<file path="config.mk">
export PLATFORM = sky130hd
export DESIGN_NAME = dmem_port_arbiter
export DESIGN_NICKNAME = d
export VERILOG_FILES = /design/src/rtl/dmem_port_arbiter_pkg.sv /design/src/rtl/dmem_port_arbiter_rr_arb2.sv /design/src/rtl/dmem_port_arbiter.sv
export SDC_FILE = /design/constraint.sdc
export NUM_CORES = 1
export LEC_CHECK = 0
export BUFFER_PORTS_ARGS = -buffer_cell sky130_fd_sc_hd__buf_2
export CORE_ASPECT_RATIO = 0.7
export CORE_MARGIN = 2
export CORE_UTILIZATION = 25
export DETAILED_ROUTE_END_ITERATION = 6
export PLACE_DENSITY = 0.53
export REMOVE_ABC_BUFFERS = 1
export SYNTH_ARGS = -nofsm -noshare
export SYNTH_HDL_FRONTEND = slang
export SYNTH_SLANG_ARGS = --single-unit
</file>
<file path="constraint.sdc">
create_clock -name clk -period 1.75 [get_ports clk]
set_input_delay 0.35 -clock clk [delete_from_list [all_inputs] [get_ports clk]]
set_output_delay 0.35 -clock clk [all_outputs]
set_load 0.02 [all_outputs]
</file>
<file path="src/rtl/dmem_port_arbiter_pkg.sv">
// rtl/dmem_port_arbiter_pkg.sv - shared widths, FSM encoding and grant encoding for the data-memory port arbiter
package dmem_port_arbiter_pkg;

   localparam int DMEM_AWIDTH = 14;
   localparam int REGWIDTH    = 32;

   typedef enum logic [1:0] {
      ARB_IDLE = 2'd0,
      ARB_BUSY = 2'd1,
      ARB_RESP = 2'd2
   } arb_state_t;

   typedef enum logic {
      GNT_CPU = 1'b0,
      GNT_LD  = 1'b1
   } gnt_t;

   function automatic gnt_t other_gnt(input gnt_t g);
      return (g == GNT_CPU) ? GNT_LD : GNT_CPU;
   endfunction

endpackage

</file>
<file path="src/rtl/dmem_port_arbiter_rr_arb2.sv">
// rtl/dmem_port_arbiter_rr_arb2.sv - two-way round-robin pick; last grant is held by the parent
module dmem_port_arbiter_rr_arb2
   import dmem_port_arbiter_pkg::*;
(
   input  logic i_req_cpu,
   input  logic i_req_ld,
   input  gnt_t i_last_grant,
   output gnt_t o_grant
);

   // With no request the result is unused; CPU is just a stable default.
   always_comb begin
      o_grant = GNT_CPU;
      if (i_req_cpu && i_req_ld) begin
         o_grant = other_gnt(i_last_grant);
      end else if (i_req_ld) begin
         o_grant = GNT_LD;
      end
   end

endmodule

</file>
<file path="src/rtl/dmem_port_arbiter.sv">
// rtl/dmem_port_arbiter.sv - shares the single-port data memory between CPU and UART loader
module dmem_port_arbiter
   import dmem_port_arbiter_pkg::*;
#(
   parameter int ADDR_WIDTH = DMEM_AWIDTH,
   parameter int DATA_WIDTH = REGWIDTH
)
(
   input  logic                  clk,
   input  logic                  rst,
   input  logic                  cpu_req,
   input  logic                  cpu_we,
   input  logic [ADDR_WIDTH-1:0] cpu_addr,
   input  logic [DATA_WIDTH-1:0] cpu_wdata,
   output logic [DATA_WIDTH-1:0] cpu_rdata,
   output logic                  cpu_ack,
   output logic                  cpu_stall,
   input  logic                  ld_req,
   input  logic [ADDR_WIDTH-1:0] ld_addr,
   input  logic [DATA_WIDTH-1:0] ld_wdata,
   output logic                  ld_ack,
   output logic                  mem_en,
   output logic                  mem_we,
   output logic [ADDR_WIDTH-1:0] mem_addr,
   output logic [DATA_WIDTH-1:0] mem_wdata,
   input  logic [DATA_WIDTH-1:0] mem_rdata,
   output logic                  proto_err
);

   arb_state_t            r_state;
   arb_state_t            w_next_state;
   gnt_t                  r_last_grant;
   gnt_t                  r_owner;
   gnt_t                  w_grant;
   logic                  r_we;
   logic [ADDR_WIDTH-1:0] r_addr;
   logic [DATA_WIDTH-1:0] r_wdata;
   logic [DATA_WIDTH-1:0] r_rdata;
   logic                  r_proto_err;
   logic                  w_take;
   logic                  w_in_flight;
   logic                  w_owner_req;
   logic                  w_cpu_load_resp;

   dmem_port_arbiter_rr_arb2 u_rr_arb2 (
      .i_req_cpu    (cpu_req),
      .i_req_ld     (ld_req),
      .i_last_grant (r_last_grant),
      .o_grant      (w_grant)
   );

   assign w_take          = (r_state == ARB_IDLE) && (cpu_req || ld_req);
   assign w_in_flight     = (r_state == ARB_BUSY) || (r_state == ARB_RESP);
   assign w_owner_req     = (r_owner == GNT_CPU) ? cpu_req : ld_req;
   assign w_cpu_load_resp = (r_state == ARB_RESP) && (r_owner == GNT_CPU) && !r_we && rst;

   always_ff @(posedge clk) begin
      if (!rst) begin
         r_state <= ARB_IDLE;
      end else begin
         r_state <= w_next_state;
      end
   end

   // Memory strobes and acks are gated with rst so a reset mid-access commits nothing.
   always_comb begin
      w_next_state = r_state;
      mem_en       = 1'b0;
      mem_we       = 1'b0;
      mem_addr     = '0;
      mem_wdata    = '0;
      cpu_ack      = 1'b0;
      ld_ack       = 1'b0;
      case (r_state)
         ARB_IDLE: begin
            if (w_take) begin
               w_next_state = ARB_BUSY;
            end
         end
         ARB_BUSY: begin
            mem_en       = rst;
            mem_we       = r_we && rst;
            mem_addr     = r_addr;
            mem_wdata    = r_wdata;
            w_next_state = ARB_RESP;
         end
         ARB_RESP: begin
            cpu_ack      = rst && (r_owner == GNT_CPU);
            ld_ack       = rst && (r_owner == GNT_LD);
            w_next_state = ARB_IDLE;
         end
         default: begin
            w_next_state = ARB_IDLE;
         end
      endcase
   end

   always_ff @(posedge clk) begin
      if (!rst) begin
         r_owner      <= GNT_CPU;
         r_last_grant <= GNT_LD;
         r_we         <= 1'b0;
         r_addr       <= '0;
         r_wdata      <= '0;
         r_rdata      <= '0;
         r_proto_err  <= 1'b0;
      end else begin
         if (w_take) begin
            r_owner      <= w_grant;
            r_last_grant <= w_grant;
            r_we         <= (w_grant == GNT_CPU) ? cpu_we : 1'b1;
            r_addr       <= (w_grant == GNT_CPU) ? cpu_addr : ld_addr;
            r_wdata      <= (w_grant == GNT_CPU) ? cpu_wdata : ld_wdata;
         end
         if (w_cpu_load_resp) begin
            r_rdata <= mem_rdata;
         end
         if (w_in_flight && !w_owner_req) begin
            r_proto_err <= 1'b1;
         end
      end
   end

   // Memory data is only valid in the ack cycle, so it bypasses the hold register there.
   assign cpu_rdata = w_cpu_load_resp ? mem_rdata : r_rdata;
   assign cpu_stall = cpu_req && !cpu_ack;
   assign proto_err = r_proto_err;

endmodule

</file>
==> results.env <==
RUN_STATUS='complete, but fails checks'
FAILING_CHECKS='setup timing'
GLOBALROUTETOTALUTIL=0.167
ARRIVAL_TIME_WORST_ENDPOINT_NS=1.73
DRT-PASS1-ITER-COUNT=6
PLACED_CELL_AREA_UM2=5530
MULTI_INPUT_AREA_UM2=2550
ANTENNA_VIOLATIONS_BEFORE_REPAIR=0
WORST_CLOCK_SKEW_NS=0.00475
FINAL_CELL_MIX='sky130_fd_sc_hd__buf_2, sky130_fd_sc_hd__a21oi_1, sky130_fd_sc_hd__dfxtp_1'
SYNTH.AREA.MUX_SHARE=0.00767
XOR_XNOR_CELL_AREA_SHARE_OF_THE_YOSYS_NETLIST=0
FIRST_GLOBAL_VIAS=4309
POWERDENSITY_nW_PER_UM2=856
CLOCK_TREE_FROM_TRITONCTS='yes'
CRITPATHLAUNCHTYPE='register'
SYNTH_AREA_IN_SIMPLE_GATES=0.236
RSZ0062_AT_GRT='true'
YOSYSWARNINGS=0
DRTANTENNAVIOLNETS=0
GROUTE.LAYER.MET2.USAGE=0.271
SYNTH_CELL_TYPES=26
FINAL_LAYOUT_SIZE_SUFFIX_GT1_FRAC=0.589
GROUTE.LAYER.MET3.USAGE=0.0584
HOLD_PATH_DEPTH=3
SYN-INSTANCE-COUNT=519
MAX_FREQ_MHz=481
ROUTED_WIRE_LENGTH_PER_INSTANCE_UM=15.2
TIMING.CRITICAL_PATH.SLOWEST_CELL_DELAY_NS=0.32
ROWS=38
ROUTE.DETAILED.DRC=0
TOTALWIRELENGTH_MM=15.0
OVERALL_OVERFLOW_REMAINING_AFTER_GLOBAL_ROUTE=0
SEQUENTIAL_CELL_AREA_UM2=1680
VDD.IR_DROP.WORST_mV=0.401
CRIT_SLOWEST_CELL='sky130_fd_sc_hd__dfxtp_2'
HTREE_NUM_LEVELS=3
CLK_PATH_BUF_DEPTH=2
TOTAL_VIAS_IN_THE_FINAL_ROUTE=4473
GRT_FIRST_PASS_WIRELENGTH_MM=22.1
MAXCAPVIOLATIONS=0
CRITICAL_PATH.ENDPOINT_TYPE='output pin'
POST-ROUTE-WORST-SETUP-SLACK_NS=-0.329
CRITPATHKIND='register to output pin'
NNETSFINAL=912
FINALCRITPERIODSHARE=1.19
SYNTHADDERAREAFRAC=0.0128
DIE-AREA_UM2=16700
SETUP_VIOL=82
SLEW_HEADROOM=0.703
INITIAL_CORE_UTIL=0.254
CLK_TRANSITION_REPORTED_PATHS_NS=0.07
WORST_SKEW_PAIR.LATE_LATENCY_NS=0.34
MOST_COMMON_LIBRARY_CELL_IN_THE_LAYOUT_IGNORING_FILL_AND_TAPS='sky130_fd_sc_hd__buf_2'
MAXSLEWVIOLCOUNT=0
SYNTH_SEQ_AREA_SHARE=0.430
GLOBAL_ROUTE.USAGE.MET1=0.216
STDCELL_AREA_UM2=7310
SETUP-TNS-FINAL_NS=-17.37
CLOCK-SINKS=84
GLOBALPLACE.CONGESTION=0.734
DRT_ITER0_MARKERS=177
VERTICAL_DIE_DIMENSION_UM=109
GRT_MAX_DEGREE=50
POST_SYN_AREA_UM2=3920
CTS_HOLD_BUF=0
DETAIL_ROUTE.VIAS_PER_CELL=4.55
YS_SEQ_ELEMENTS=84
PORTBUFFERS=212
WORST_PIN_SLEW_NS=0.446
FP.DIEW_UM=154
CRITPATHREQUIREDTIME_NS=1.40
TOP_LEVEL_PORTS=213
FP.COREAREA_UM2=15400
SHARE_OF_THE_SYNTHESIZED_AREA_IN_COMPOUND_GATES_AO_OA_AOI_OAI=0.253
N_ANTENNA_CELL=0
POST_SYNTHESIS_AVERAGE_CELL_AREA_UM2=7.54
SYNTH_TOP_FAMILY_BY_AREA='compound AO/OA/AOI/OAI gates'
SYN2LAYOUT_AREA_GROWTH_PCT=86.6
P_LEAK_uW=0.00346
FINAL_HOLD_VIOL_COUNT=0
WORST-PATH-MAX-FANOUT=8
NUMBER_OF_CLOCK_BUFFERS_INSERTED_BY_TRITONCTS=9
GR-MAX-USAGE-LAYER='met2'
HPWLAFTERDP_MM=8.80
CTS.ROOT.BUFFER_CELL='sky130_fd_sc_hd__clkbuf_16'
PERIOD_NEEDED_NS=2.08
HOLDCRITPATHCLASS='input pin to register'
WORST_R2R_PATH_DEPTH=10
FILLERS=1481
TIMING.CRITICAL_PATH.CELLS='inv_2 -> ha_4 -> buf_4 -> nand4bb_4 -> buf_12 -> buf_16 -> nand2_1 -> nand2_2 -> buf_6'
-- metal layers --
layer  up-vias  part of all wire
li1       2242                 -
met1      2049              0.46
met3         9             0.083
met2       173              0.45
met4         0            0.0078
met5         -                 0
-- report_power, final --
group / total [uW] / internal [uW] / switching [uW]
sequential: 2210 / 2110 / 105
clock: 2130 / 1300 / 834
combinational: 1910 / 970 / 936
total: 6250 / 4380 / 1880
-- what timing repair did --
action | CTS | global route
cloned | 7 | 4
gates resized for setup | 158 | 188
buffers inserted | 14 | 6
setup endpoints to repair | 83 | 131
pin swaps | 14 | 29
-- layout make-up --
cell class	instances	share of cell area
multi-input cells	390	0.350
repair buffers	292	0.339
flip-flops and latches	84	0.231
well taps	200	0.0343
clock buffers	11	0.0332
clock inverters	5	0.0116
inverters	2	0.00137
-- sequential cells by signal (all words and copies together), names as in the netlist --
signal	count
r_wdata	32
r_last_grant	1
r_owner	1
r_state	2
r_rdata	32
r_we	1
r_addr	14
proto_err	1
-- Yosys cell counts --
cell type / count / area, um2
sky130_fd_sc_hd__nand2_1: 143 / 537
sky130_fd_sc_hd__clkbuf_1: 16 / 60.1
sky130_fd_sc_hd__nand4bb_1: 1 / 11.3
sky130_fd_sc_hd__o21ai_1: 5 / 25.0
sky130_fd_sc_hd__buf_4: 7 / 52.6
sky130_fd_sc_hd__and3_1: 3 / 18.8
sky130_fd_sc_hd__mux2i_1: 3 / 30.0
sky130_fd_sc_hd__buf_6: 3 / 33.8
sky130_fd_sc_hd__a21boi_1: 30 / 225
sky130_fd_sc_hd__a21boi_2: 1 / 11.3
sky130_fd_sc_hd__nor3_1: 1 / 5.00
sky130_fd_sc_hd__and2_1: 47 / 294
sky130_fd_sc_hd__a21boi_0: 2 / 15.0
sky130_fd_sc_hd__nor4bb_1: 1 / 10.0
sky130_fd_sc_hd__nor2b_1: 5 / 31.3
sky130_fd_sc_hd__o21a_1: 1 / 7.51
sky130_fd_sc_hd__dfxtp_1: 84 / 1680
sky130_fd_sc_hd__ha_1: 4 / 50.1
sky130_fd_sc_hd__nor2_1: 2 / 7.51
sky130_fd_sc_hd__a21bo_2: 1 / 10.0
sky130_fd_sc_hd__inv_1: 2 / 7.51
sky130_fd_sc_hd__a21oi_1: 94 / 470
sky130_fd_sc_hd__nor3b_1: 1 / 7.51
sky130_fd_sc_hd__buf_2: 17 / 85.1
sky130_fd_sc_hd__o21ai_0: 44 / 220
sky130_fd_sc_hd__a22oi_1: 1 / 7.51
-- worst max-delay path: cells and delay by family, from the launching register on --
family                     cells  cell delay [ns]
DFF                            1             0.32
adders and majority gates      1             0.13
and+or+nand+nor                3             0.31
buffers and inverters          5             0.62
-- cells by family after synthesis --
group	Yosys count
compound gates	179
fa+ha+maj	4
buf+inv	45
flops	84
mux	3
simple gates	204
-- stage by stage --
stage	cells	hold WS [ns]	util	power [uW]	worst slack (ns)
after detailed placement	941	0.454	0.359	3570	-0.0931
final	984	0.238	0.474	6250	-0.329
after CTS	978	0.220	0.432	6040	-0.336
after floorplan	476	0.426	-	2920	-1.99
after global placement	941	0.454	0.359	3580	-0.0446
after global routing	984	0.226	0.474	6570	-0.412
-- worst paths after layout --
path / slack, ns / to / start
hold reg to reg: 0.46 / r_rdata[6] / r_rdata[6]
setup reg to reg: 0.11 / r_rdata[13] / r_state[0]
setup / recovery: -0.33 / cpu_rdata[14] / r_state[0]
hold / removal: 0.24 / r_wdata[28] / cpu_wdata[28]
Note: power is estimated with default switching activity, not from simulation.
